[config.mk]
export PLATFORM = sky130hd
export DESIGN_NAME = clk_div_bank
export DESIGN_NICKNAME = d
export VERILOG_FILES = /design/src/rtl/clk_div_bank.sv
export SDC_FILE = /design/constraint.sdc
export NUM_CORES = 1
export LEC_CHECK = 0
export ABC_AREA = 1
export CAP_MARGIN = 10
export CORE_MARGIN = 5
export CORE_UTILIZATION = 55
export CTS_BUF_LIST = sky130_fd_sc_hd__clkbuf_4 sky130_fd_sc_hd__clkbuf_8
export CTS_CLUSTER_DIAMETER = 30
export DETAILED_ROUTE_END_ITERATION = 10
export PLACE_DENSITY_LB_ADDON = 0.15
export SYNTH_ARGS = -nofsm -noshare
export SYNTH_HDL_FRONTEND = slang
export SYNTH_SLANG_ARGS = --single-unit
[constraint.sdc]
create_clock -name clk -period 2.8 [get_ports clk]
set_input_delay 0.56 -clock clk [delete_from_list [all_inputs] [get_ports clk]]
set_output_delay 0.56 -clock clk [all_outputs]
set_load 0.05 [all_outputs]
[src/rtl/clk_div_bank.sv]
`default_nettype none
// ============================================================================
// Module   : clk_div_bank
// Summary  : Bank of runtime-programmable clock-enable / square-wave dividers.
//            Each channel counts enabled cycles up to a half-period H and
//            then toggles its level and emits a one-cycle tick. Channels run
//            either periodically or as a one-shot that freezes when done.
// Revision : 1.0 - initial parametrised release
// ============================================================================
module clk_div_bank #(
   parameter int NUM_CH       = 4,
   parameter int CNT_W        = 28,
   parameter int DEFAULT_HALF = 50000000,
   localparam int CH_W        = (NUM_CH > 1) ? $clog2(NUM_CH) : 1
) (
   input  logic              clk,
   input  logic              reset,
   input  logic [NUM_CH-1:0] en,
   input  logic              sync,
   input  logic              cfg_we,
   input  logic [CH_W-1:0]   cfg_ch,
   input  logic [CNT_W-1:0]  cfg_half,
   input  logic              cfg_oneshot,
   output logic [NUM_CH-1:0] level,
   output logic [NUM_CH-1:0] tick,
   output logic [NUM_CH-1:0] done
);

   localparam logic [CNT_W-1:0] C_DEF_HALF = CNT_W'(DEFAULT_HALF);

   generate
      for (genvar i = 0; i < NUM_CH; i++) begin : g_ch
         logic [CNT_W-1:0] half_q;
         logic [CNT_W-1:0] cnt_q;
         logic             oneshot_q;
         logic             level_q;
         logic             tick_q;
         logic             done_q;
         logic             wr_hit;
         logic             term;

         // A channel index outside 0..NUM_CH-1 never matches, so such
         // writes fall through without touching any channel.
         assign wr_hit = cfg_we && (cfg_ch == CH_W'(i));
         // Increments stop at H, so equality is the only terminal test needed.
         assign term   = en[i] && (cnt_q == half_q) && !done_q;

         // Per-channel divider state with reset > write > sync > terminal > count.
         always_ff @(posedge clk) begin
            if (reset) begin
               half_q    <= C_DEF_HALF;
               oneshot_q <= 1'b0;
               cnt_q     <= '0;
               level_q   <= 1'b0;
               tick_q    <= 1'b0;
               done_q    <= 1'b0;
            end else if (wr_hit) begin
               half_q    <= cfg_half;
               oneshot_q <= cfg_oneshot;
               cnt_q     <= '0;
               level_q   <= 1'b0;
               tick_q    <= 1'b0;
               done_q    <= 1'b0;
            end else if (sync) begin
               cnt_q     <= '0;
               level_q   <= 1'b0;
               tick_q    <= 1'b0;
               done_q    <= 1'b0;
            end else if (term) begin
               cnt_q     <= '0;
               level_q   <= ~level_q;
               tick_q    <= 1'b1;
               if (oneshot_q) begin
                  done_q <= 1'b1;
               end
            end else if (en[i] && !done_q) begin
               cnt_q     <= cnt_q + 1'b1;
               tick_q    <= 1'b0;
            end else begin
               tick_q    <= 1'b0;
            end
         end

         assign level[i] = level_q;
         assign tick[i]  = tick_q;
         assign done[i]  = done_q;
      end
   endgenerate

endmodule
`default_nettype wire

* After elaboration in Yosys (flattened, before gate mapping)
Cells that the tools add are included.
Operators by class: multiplexer cells 4, equality and inequality tests 7, $add $sub $neg 4, bitwise gates (word level) 4, reduce and logical (&&, ||, !) cells 33
Operators by type and width (count):
- 28-bit by 1-bit adder with 28-bit output, second input constant | 4
- 28-bit == test | 4
- 1-bit logical AND | 16
- 4-bit OR reduction | 4
- 3-bit OR reduction | 4
- 2-bit AND reduction | 4
- 2-bit == test, second input constant | 2
- 1-bit logical NOT | 4
- 1-bit 2-to-1 mux | 4
- 1-bit NOT | 4
- 2-bit by 1-bit == test with 1-bit output, second input constant | 1
- 2-bit logical NOT | 1
Storage, ports and cells: register bits after elaboration 240, output and inout port bits 12

* Longest topological paths before layout
word-level depth 4, depth in mapped cells 13, gate-level depth less buffers 11

* Worst setup path before layout
No wires, ideal clock.
path type input to register, from input port en[3], to register g_ch[3].cnt_q[19], required time 2.684 ns, arrival time 1.404 ns, cell stages on the path 8, setup slack 1.280 ns, library setup time 0.116 ns, path buffers 0, cells stage by stage nand2_1 > inv_1 > nand2_1 > nor2_4 > nand2_2 > nor2_2 > xor2_1 > nor2_1
Between the ends: cells in the longest elaborated chain, start to end 3, elaborated cells between the ends (all ways) 4, classes of those cells reduce/logical (4)
RTL lines:
- from (decl) | RTL line 18 | input logic [NUM_CH-1:0] en,
- 1-bit logical AND (2 in a row) | RTL line 46 | assign term = en[i] && (cnt_q == half_q) && !done_q;
- 4-bit OR reduction (no source line)
- to (signal assigned) | RTL line 77 | cnt_q <= cnt_q + 1'b1;
- to (decl) | RTL line 34 | logic [CNT_W-1:0] cnt_q;
Several ways; a longest one is shown, not always the timed one. A chain may end at the register's enable or synchronous reset.

* Worst setup path in the final report
from register g_ch[1].done_q, to output port done[1]
RTL lines:
- from (decl) | RTL line 38 | logic done_q;
- from (signal assigned) | RTL line 56 | done_q <= 1'b0;
- from (signal assigned) | RTL line 63 | done_q <= 1'b0;
- from (signal assigned) | RTL line 68 | done_q <= 1'b0;
- to (decl) | RTL line 26 | output logic [NUM_CH-1:0] done
No word-level cell between the ends.

==> impl_metrics.toml <==
[detailed_routing]
routed_via_density = 5.16
dr.first_iter.drc_count = 1216
vias = 13300
wl_per_cell_um = 15.0
firstDrtPassIters = 7
ant_nets = 0
drcViolationCount = 0
drt_wl_total_um = 38600

[synth]
yosys.cell_count.top_type = "nand2_1"
synthSimpleGateAreaFrac = 0.383
yosysTopAreaCellShare = 0.358
netlist_instances = 2155
synth_area_per_cell_um2 = 6.22
yosys_warnings = 0
synthArstFlopShare = 0
synthTopCellsByCount = "nand2_1, nor2_1, inv_1"
synth_compound_area_frac = 0.0799
ys_types = 36
synth_top_family_by_area = "simple AND/OR/NAND/NOR gates"
yosys-top-cells-area = "dfxtp_1, nand2_1, nor2_1"
synth_nets = 2198
synth_area_um2 = 13400
ys_seq_elements = 240
synth_xor_area_frac = 0.0594
yosysTopAreaCell = "dfxtp_1"
yosysSeqAreaShare = 0.358
synth-main-ff-cell = "dfxtp_1"
synth_edf_count = 0
synth_mux_area_frac = 0
synthAdderAreaFrac = 0.00373

[worst_hold_path]
hp-start = "g_ch[2].oneshot_q$_SDFFE_PP0P_"
hold_path_class = "reg2reg"
hold_end = "g_ch[2].done_q$_SDFFE_PP0P_"
worstHoldPathCells = 2

[worst_setup_path]
rr_startpoint = "g_ch[3].done_q$_SDFFE_PP0P_"
worst-path-buf-inv = 1
cp.required_ns = 2.24
crit_chain = "clkdlybuf4s50_1"
worstReg2RegEnd = "g_ch[3].cnt_q[19]$_SDFFE_PP0P_"
arrival_ns = 1.98
critical_path.top_delay_family = "buffers and inverters"
cp-start-kind = "flip-flop"
worstPathMaxFanout = 4
ff2ff_path_depth = 9
cp-end-kind = "primary output"
crit_slowest_cell = "clkdlybuf4s50_1"
crit_start = "g_ch[1].done_q$_SDFFE_PP0P_"
crit_type = "reg2out"
cpPeakStageDelay_ns = 0.87
r2r_setup_slack_ns = 0.97

[global_routing]
grt_pass1_vias = 12600
gr-total-overflow = 0
grtUsageMet1 = 0.362
grt_pass1_wl_um = 62400
grt_use_met3 = 0.0445
grt_max_degree = 61
grt_use_total = 0.273
antenna_found_initial = 0
top_usage_layer = "met2"
grtUsageMet2 = 0.455

[pwr]
ir_worst_vdd_mv = 0.495
p_per_area_nw_per_um2 = 591
total_power_mw = 9.13
p_leak_nw = 6.44

[clock_network]
ctsHtreeMaxLevel = 2
cts.sinks = 240
clkTransAtPathRegs_ns = 0.06
cts.path.max_buffers = 3
insertion_delay_ns = 0.58
post-cts-setup-buffer-count = 0
cts_tree = "built"
cts_root_buffer = "clkbuf_8"
holdBufCountCts = 0
cts_resized = 0
numCtsBuffers = 57

[floorplan]
io_pins = 51
core_um2 = 24200
dieWidth_um = 166
die-area_um2 = 27600
start_util = 0.555
rows = 57
die_y_um = 166

[final_layout]
seq_area_um2 = 4800
drive_gt1_frac = 0.0767
area_growth_pct = 15.2
diodes = 0
nets = 2256
fillCellCount = 2294
multi_input_area_um2 = 7060

[placement]
dp_slack_ns = 0.341
place_hpwl_um = 28300
gp_congestion = 0.917
portBuffers = 50

[timing]
slew_violations = 0
rsz0062_at_grt = "false"
finalCriticalPeriod_ns = 2.54
max_freq_mhz = 394
slew_headroom = 0.657
clock_skew_ns = 0.0158
setup_violations = 0
worst_pin_slew_ns = 0.513
worst_slack_ns = 0.259
finalHoldViolCount = 0
tns_ns = 0
hold_slack_ns = 0.464
timing.final.crit_share = 0.907

[job]
maxCapViolCount = 0

[outcome]
status = "finished clean"
==> metrics by stage <==
step | area, um2 | utilization | std cells
after floorplan | 13400 | - | 2155
after global placement | 14100 | 0.581 | 2478
after detailed placement | 14100 | 0.581 | 2478
after CTS | 15400 | 0.639 | 2579
after global routing | 15400 | 0.639 | 2579
final | 15400 | 0.639 | 2579
==> where the power goes <==
part / total [mW] / switching [mW] / internal (mW)
sequential: 3.57 / 0.0549 / 3.51
combinational: 0.602 / 0.401 / 0.202
clock: 4.96 / 1.74 / 3.23
==> cell families (layout without fill, tap and decap cells) <==
logic type,after synthesis,after routing
AO/OA/AOI/OAI,197,197
XOR/XNOR,91,91
AND/OR/NAND/NOR,1246,1246
flip-flops,240,240
adder cells (fa/ha/maj),4,4
buffers and inverters,377,477
==> worst reg2reg max path: stages, from the launching register on <==
cell and delay (ns):
dfxtp_1 0.32, inv_1 0.05, nand2_1 0.12, inv_1 0.37, nand2_1 0.22, nor2_4 0.20, nand2_2 0.09, nor2_2 0.12
xor2_1 0.16, nor2_1 0.06
==> how the worst max path moves through the flow <==
stage	endpoint	slack (ns)	cells after the start
final	done[1]	0.26	1
after CTS	done[1]	0.24	1
after floorplan	g_ch[3].cnt_q[19]$_SDFFE_PP0P_	1.28	8
after global routing	done[1]	0.25	1
after detailed placement	g_ch[3].cnt_q[19]$_SDFFE_PP0P_	0.34	9
after global placement	g_ch[2].cnt_q[26]$_SDFFE_PP0P_	0.39	10
==> metal layers <==
| metal | part of all wire | wire length [um] | vias to the layer above |
|---|---|---|---|
| li1 | - | - | 6734 |
| met4 | 0.033 | 1260 | 0 |
| met5 | 0 | 0 | - |
| met3 | 0.074 | 2860 | 106 |
| met2 | 0.45 | 17400 | 491 |
| met1 | 0.44 | 17100 | 5967 |
==> cell type report <==
type | instances | area share
Clock buffer | 71 | 0.0608
Clock inverter | 30 | 0.0292
Multi-Input combinational cell | 1538 | 0.457
Sequential cell | 240 | 0.311
Timing Repair Buffer | 62 | 0.0391
Inverter | 314 | 0.0763
Tap cell | 324 | 0.0263
==> registers in the layout, summed over array words and instances (netlist names) <==
register,cells
g_ch.tick_q,4
g_ch.cnt_q,112
g_ch.level_q,4
g_ch.half_q,112
g_ch.done_q,4
g_ch.oneshot_q,4
==> cell usage in the layout (no fill, tap or decap), types with 10 or more instances in the layout <==
cell type,Yosys,routed
o21ai_0,87,87
clkdlybuf4s50_1,0,50
inv_1,304,303
dfxtp_1,240,240
nor3_1,21,19
nand2_2,13,13
nand3_1,85,85
xnor2_1,17,17
bufinv_16,0,11
nor2_1,371,370
clkinv_2,0,10
a21oi_1,73,73
nand4_1,32,32
inv_2,9,10
o211ai_1,34,34
nor2_2,14,15
xor2_1,74,74
nand2_1,681,681
buf_4,15,11
clkbuf_8,0,65
No activity file was read; power rests on OpenSTA's default activity.
